**config.mk**
```make
export PLATFORM = sky130hd
export DESIGN_NAME = alu_muldiv
export DESIGN_NICKNAME = d
export VERILOG_FILES = /design/src/rtl/alu_muldiv.sv
export SDC_FILE = /design/constraint.sdc
export NUM_CORES = 1
export LEC_CHECK = 0
export CAP_MARGIN = 30
export CELL_PAD_IN_SITES_DETAIL_PLACEMENT = 0
export CELL_PAD_IN_SITES_GLOBAL_PLACEMENT = 1
export CORE_ASPECT_RATIO = 0.6
export CORE_UTILIZATION = 45
export DETAILED_ROUTE_END_ITERATION = 12
export GPL_ROUTABILITY_DRIVEN = 0
export PLACE_DENSITY_LB_ADDON = 0.1
export SLEW_MARGIN = 20
export SYNTH_ARGS = -nofsm -noshare
export SYNTH_HDL_FRONTEND = slang
export SYNTH_SLANG_ARGS = --single-unit
export TNS_END_PERCENT = 20
```
**constraint.sdc**
```tcl
create_clock -name clk -period 6.7 [get_ports clk]
set_input_delay 1.34 -clock clk [delete_from_list [all_inputs] [get_ports clk]]
set_output_delay 1.34 -clock clk [all_outputs]
set_load 0.01 [all_outputs]
```
**src/rtl/alu_muldiv.sv**
```systemverilog
// alu_muldiv: multi-cycle RISC-V M-extension unit covering MUL, MULH, MULHSU,
// MULHU, DIV, DIVU, REM and REMU at width XLEN. It uses a radix-2 shift-add
// multiplier and a restoring divider, and both share one FSM and one counter.
//
// Ports:
//   clk, rst              clock (rising edge) and asynchronous active-high reset
//   in_valid / in_ready   request handshake; in_ready = (state==IDLE) & ~rst
//   op                    funct3: 000 MUL .. 111 REMU
//   operand1, operand2    rs1 (multiplicand/dividend), rs2 (multiplier/divisor)
//   flush                 synchronous kill of any in-flight or pending operation
//   out_valid / out_ready response handshake
//   result, zero_flag     registered result and (result == 0)
module alu_muldiv #(
    parameter int unsigned XLEN = 32
) (
    input  logic            clk,
    input  logic            rst,
    input  logic            in_valid,
    output logic            in_ready,
    input  logic [2:0]      op,
    input  logic [XLEN-1:0] operand1,
    input  logic [XLEN-1:0] operand2,
    input  logic            flush,
    output logic            out_valid,
    input  logic            out_ready,
    output logic [XLEN-1:0] result,
    output logic            zero_flag
);

    localparam int unsigned CW = $clog2(XLEN + 1);

    typedef enum logic [1:0] {IDLE, CALC, FIX, DONE} state_t;

    state_t            r_state;
    logic [2:0]        r_op;
    logic              r_s1, r_s2;
    logic [CW-1:0]     r_cnt;
    logic [XLEN-1:0]   r_b;          // multiplicand magnitude (mul) or divisor magnitude (div)
    logic [2*XLEN-1:0] r_acc;        // product accumulator (mul) or {remainder, quotient} (div)
    logic              r_out_valid;
    logic [XLEN-1:0]   r_result;
    logic              r_zero;

    logic              w_s1, w_s2, w_special;
    logic [XLEN-1:0]   w_mag1, w_mag2, w_spec_res;
    logic [XLEN:0]     w_sum, w_diff;
    logic [2*XLEN-1:0] w_next, w_prod;
    logic [XLEN-1:0]   w_quot, w_rem, w_fix_res;

    assign in_ready  = (r_state == IDLE) & ~rst;
    assign out_valid = r_out_valid;
    assign result    = r_result;
    assign zero_flag = r_zero;

    // Request decode: signs, magnitudes and the division special cases
    always_comb begin
        logic w_div0, w_ovf;
        w_s1 = operand1[XLEN-1] &
               ((op == 3'b000) | (op == 3'b001) | (op == 3'b010) | (op[2] & ~op[0]));
        w_s2 = operand2[XLEN-1] & ((op == 3'b001) | (op[2] & ~op[0]));
        w_mag1 = w_s1 ? -operand1 : operand1;
        w_mag2 = w_s2 ? -operand2 : operand2;
        w_div0 = (operand2 == '0);
        w_ovf  = ~op[0] & (operand1 == {1'b1, {(XLEN-1){1'b0}}}) & (operand2 == '1);
        w_special = op[2] & (w_div0 | w_ovf);
        if (w_div0)
            w_spec_res = op[1] ? operand1 : '1;
        else
            w_spec_res = op[1] ? '0 : operand1;
    end

    // One iteration: shift-add step for multiply, restoring step for divide
    always_comb begin
        w_sum  = {1'b0, r_acc[2*XLEN-1:XLEN]} + {1'b0, (r_acc[0] ? r_b : '0)};
        w_diff = r_acc[2*XLEN-1:XLEN-1] - {1'b0, r_b};
        w_next = '0;
        if (!r_op[2])
            w_next = {w_sum, r_acc[XLEN-1:1]};
        else if (w_diff[XLEN])
            w_next = {r_acc[2*XLEN-2:0], 1'b0};
        else
            w_next = {w_diff[XLEN-1:0], r_acc[XLEN-2:0], 1'b1};
    end

    // Sign correction and result selection
    always_comb begin
        w_prod = (r_s1 ^ r_s2) ? -r_acc : r_acc;
        w_quot = (r_s1 ^ r_s2) ? -r_acc[XLEN-1:0] : r_acc[XLEN-1:0];
        w_rem  = r_s1 ? -r_acc[2*XLEN-1:XLEN] : r_acc[2*XLEN-1:XLEN];
        if (r_op[2])
            w_fix_res = r_op[1] ? w_rem : w_quot;
        else if (r_op[1:0] == 2'b00)
            w_fix_res = w_prod[XLEN-1:0];
        else
            w_fix_res = w_prod[2*XLEN-1:XLEN];
    end

    always_ff @(posedge clk or posedge rst) begin
        if (rst) begin
            r_state     <= IDLE;
            r_op        <= '0;
            r_s1        <= 1'b0;
            r_s2        <= 1'b0;
            r_cnt       <= '0;
            r_b         <= '0;
            r_acc       <= '0;
            r_out_valid <= 1'b0;
            r_result    <= '0;
            r_zero      <= 1'b0;
        end else if (flush) begin
            r_state     <= IDLE;
            r_out_valid <= 1'b0;
        end else begin
            case (r_state)
                IDLE: begin
                    if (in_valid && in_ready) begin
                        r_op  <= op;
                        r_s1  <= w_s1;
                        r_s2  <= w_s2;
                        r_cnt <= CW'(XLEN);
                        if (w_special) begin
                            // Special result parked in the accumulator; DONE publishes it
                            r_acc   <= {{XLEN{1'b0}}, w_spec_res};
                            r_state <= DONE;
                        end else begin
                            r_b     <= op[2] ? w_mag2 : w_mag1;
                            r_acc   <= {{XLEN{1'b0}}, (op[2] ? w_mag1 : w_mag2)};
                            r_state <= CALC;
                        end
                    end
                end
                CALC: begin
                    r_acc <= w_next;
                    r_cnt <= r_cnt - CW'(1);
                    if (r_cnt == CW'(1))
                        r_state <= FIX;
                end
                FIX: begin
                    r_result    <= w_fix_res;
                    r_zero      <= (w_fix_res == '0);
                    r_out_valid <= 1'b1;
                    r_state     <= DONE;
                end
                DONE: begin
                    // Entered with out_valid low only from the special-case path:
                    // raise it one cycle after accept; out_ready is ignored meanwhile.
                    if (!r_out_valid) begin
                        r_result    <= r_acc[XLEN-1:0];
                        r_zero      <= (r_acc[XLEN-1:0] == '0);
                        r_out_valid <= 1'b1;
                    end else if (out_ready) begin
                        r_out_valid <= 1'b0;
                        r_state     <= IDLE;
                    end
                end
                default: r_state <= IDLE;
            endcase
        end
    end

endmodule
```
==> qor.yml <==
outcome:
  run_status: "completed"
clock_tree:
  cts_num_sinks: 143
  cts.hold.buffers_added: 0
  max-clock-path-buffers: 2
  cts-buffers-inserted: 17
  worst_setup_hold_path_clk_slew_ns: 0.06
  worstSkewPairLatency_ns: 0.45
  cts_repair_resized_insts: 0
  cts-root-buf: "clkbuf_16"
  h-tree-depth: 4
  post-cts-setup-buffers: 0
  cts_tree: "done"
final_layout:
  share_of_post_route_cells_with_drive_strength_above_1_pct: 5.87
  p_r_area_growth_vs_syn_pct: 12.4
  design.final.nets: 2286
global_routing:
  grt_start_max_net_pins: 71
  grt_usage_pct: 34.7
  grt_overflow_total: 0
  global_route_wire_length_before_repair_um: 94700
  number_of_global_route_vias_before_repair: 15193
  initial_antenna_violation_count: 1
setup_path:
  r2r_slack_ns: 1.59
  path_class: "input pin to register"
  cp-end-kind: "register"
  worstSetupStartpointType: "input pin"
  r2r-start: "r_acc[0]"
  worst-r2r-cell-count: 13
  worstPathArrival_ns: 5.51
  critical_path.reg2reg.endpoint: "r_acc[60]"
  required_ns: 7.03
  worst-path-max-fanout: 60
power_and_ir_drop:
  power.density_cell_area_nw_per_um2: 555
  cellLeakagePower_nw: 7.22
  fin_total_pwr_mw: 9.84
  ir_worst_vdd_mv: 0.248
hold_path:
  hold_path_startpoint: "r_b[27]"
  worstHoldPathCells: 2
  hold-path-endpoint: "r_b[27]"
  hp-class: "register to register"
timing:
  finalCriticalPeriod_ns: 5.18
  timing.final.hold_violations: 0
  maxClockFrequency_ghz: 0.193
  timing.setup.tns_ns: 0
  worstMarginPinSlew_ns: 0.961
  grt_setup_unrepaired: "no"
  final.setup_skew_ns: 0.0165
  timing.final.crit_share_pct: 77.4
  max_slew_margin_pct: 35.0
  setup_viol_count_final: 0
  final_max_slew_viol_count: 0
synth:
  synth-compound-area-share_pct: 27.8
  postSynthRegisterBits: 143
  yosys.cell_types.count: 85
  synth-edff-count: 0
  yosysSeqAreaShare_pct: 22.7
  share_of_synthesized_area_spent_on_multiplexers_pct: 6.25
  post_synth_instance_area_um2: 15800
  async_sr_flop_fraction_pct: 100
  synth_fp_nets: 2276
  synthesis.area_per_instance_um2: 7.42
  dominantRegCellSynth: "dfrtp_1"
  synth_top_family_by_area: "compound AO/OA/AOI/OAI gates"
  post_synth_fa_ha_maj_area_fraction_pct: 6.28
  synth_cells: 2126
  yosysWarnings: 0
  synth-xor-area-share_pct: 9.44
  synthSimpleGateAreaFrac_pct: 21.5
floorplanning:
  floorplan.initialDensity_pct: 46.3
  core_um2: 34100
  die_y_um: 147
  ioPinCount: 107
  die_w_um: 244
  fp.dieArea_um2: 35800
  fp-row-count: 52
detailed_routing:
  wl_per_cell_um: 24.2
  drc_errors: 0
  antenna_left: 0
  drt_iter0_drc: 1972
  drt-total-wl_um: 63000
  drt_pre_antenna_iters: 7
  detail_route.vias_per_cell: 6.49
  vias: 16944
place:
  hpwlAfterDp_um: 49400
  io_buffers: 106
job:
  max_cap_viol_count: 0
## worst max path at each step
stage / endpoint / start / slack, ns
finish: r_b[17] / operand1[1] / 1.52
detailed placement: r_b[17] / operand1[1] / 1.18
global route: r_b[19] / operand1[1] / 1.27
CTS: r_b[17] / operand1[1] / 1.63
floorplan: r_acc[26] / rst / 0.61
global placement: r_b[19] / operand1[1] / 1.34
## routing by layer
layer / vias up / wire length [um] / part of all wire [%] / GRT usage (%)
met1: 8033 / 29300 / 46 / 53.7
met4: 0 / 1150 / 1.8 / 7.00
met3: 107 / 8920 / 14 / 13.0
li1: 7791 / - / - / -
met2: 1013 / 23700 / 38 / 44.5
met5: - / 0 / 0 / 0
## cell usage after synthesis (16+ instances only)
| cell type | number | area [um2] |
|---|---|---|
| a211oi_1 | 20 | 150 |
| a21o_1 | 24 | 180 |
| a21oi_1 | 177 | 886 |
| a22oi_1 | 30 | 225 |
| a31oi_1 | 34 | 213 |
| buf_1 | 19 | 71.3 |
| clkbuf_1 | 117 | 439 |
| dfrtp_1 | 143 | 3580 |
| ha_1 | 76 | 951 |
| inv_1 | 91 | 342 |
| mux2_2 | 18 | 203 |
| mux2i_1 | 76 | 761 |
| nand2_1 | 211 | 792 |
| nand2b_1 | 21 | 131 |
| nand3_1 | 40 | 200 |
| nand4_1 | 25 | 156 |
| nor2_1 | 206 | 773 |
| nor3_1 | 45 | 225 |
| nor4_1 | 29 | 181 |
| o211ai_1 | 26 | 195 |
| o21ai_0 | 184 | 921 |
| o21ai_1 | 34 | 170 |
| o31a_1 | 16 | 140 |
| o31ai_1 | 21 | 158 |
| or3_1 | 22 | 138 |
| or4_1 | 17 | 128 |
| xnor2_1 | 112 | 981 |
| xor2_1 | 58 | 508 |
## final cells by class
cell class / instances / area [um2]
repair buffers: 143 / 1370
clock buffers: 18 / 429
fillers: 3332 / 16400
diodes: 2 / 5.00
flip-flops and latches: 143 / 3580
inverters: 92 / 350
well taps: 459 / 574
multi-input cells: 1739 / 11300
clock inverters: 13 / 118
## sequential cells by signal (all words and copies together), names as in the netlist
name,count
r_acc,64
zero_flag,1
r_b,32
r_s2,1
r_s1,1
out_valid,1
r_cnt,6
r_state,2
r_op,3
result,32
## placed cells by master (no fill, tap or decap), types with 21 or more instances in the layout
cell type | Yosys | layout
xor2_1 | 58 | 57
nand2_1 | 211 | 211
a21o_1 | 24 | 24
a21oi_1 | 177 | 177
a22oi_1 | 30 | 30
clkdlybuf4s50_1 | 0 | 105
o21ai_0 | 184 | 184
nand2b_1 | 21 | 21
mux2i_1 | 76 | 76
nand3_1 | 40 | 40
nor2_1 | 206 | 206
dfrtp_1 | 143 | 142
nand4_1 | 25 | 25
buf_4 | 1 | 33
o211ai_1 | 26 | 26
o21ai_1 | 34 | 32
nor3_1 | 45 | 44
or3_1 | 22 | 22
o31ai_1 | 21 | 21
inv_1 | 91 | 90
nor4_1 | 29 | 29
a31oi_1 | 34 | 34
xnor2_1 | 112 | 111
ha_1 | 76 | 75
## through the flow
step / cell area [um2] / worst slack, ns / utilization (%) / instances / hold WS, ns
2_1_floorplan: 15800 / 0.607 / - / 2126 / 0.449
3_3_place_gp: 17100 / 1.34 / 50.2 / 2571 / 0.456
3_5_place_dp: 17100 / 1.18 / 50.2 / 2571 / 0.462
4_1_cts: 17700 / 1.63 / 51.8 / 2602 / 0.480
5_1_grt: 17700 / 1.27 / 52.0 / 2607 / 0.500
6_report: 17700 / 1.52 / 52.0 / 2609 / 0.475
## where the power goes
part | internal (mW) | switching (mW) | total [mW]
Sequential | 1.23 | 0.733 | 1.96
Clock | 0.510 | 0.418 | 0.928
Combinational | 2.62 | 4.33 | 6.95
## worst max-delay path: stages
cell	delay, ns
clkdlybuf4s50_1	0.50
inv_1	0.12
ha_1	0.19
or4b_1	0.51
nor4b_1	0.85
nand2_1	0.24
nor4_1	0.39
buf_4	0.22
or2_2	0.17
a21o_1	0.12
buf_4	0.43
mux2_2	0.39
## cell families after synthesis
logic type / Yosys count
xor gates and xnor gates: 170
adders and majority gates: 78
muxes: 96
buffers and inverters: 244
AOI/OAI and AO/OA: 698
and+or+nand+nor: 697
DFF: 143
No activity file was read; power rests on OpenSTA's default activity.
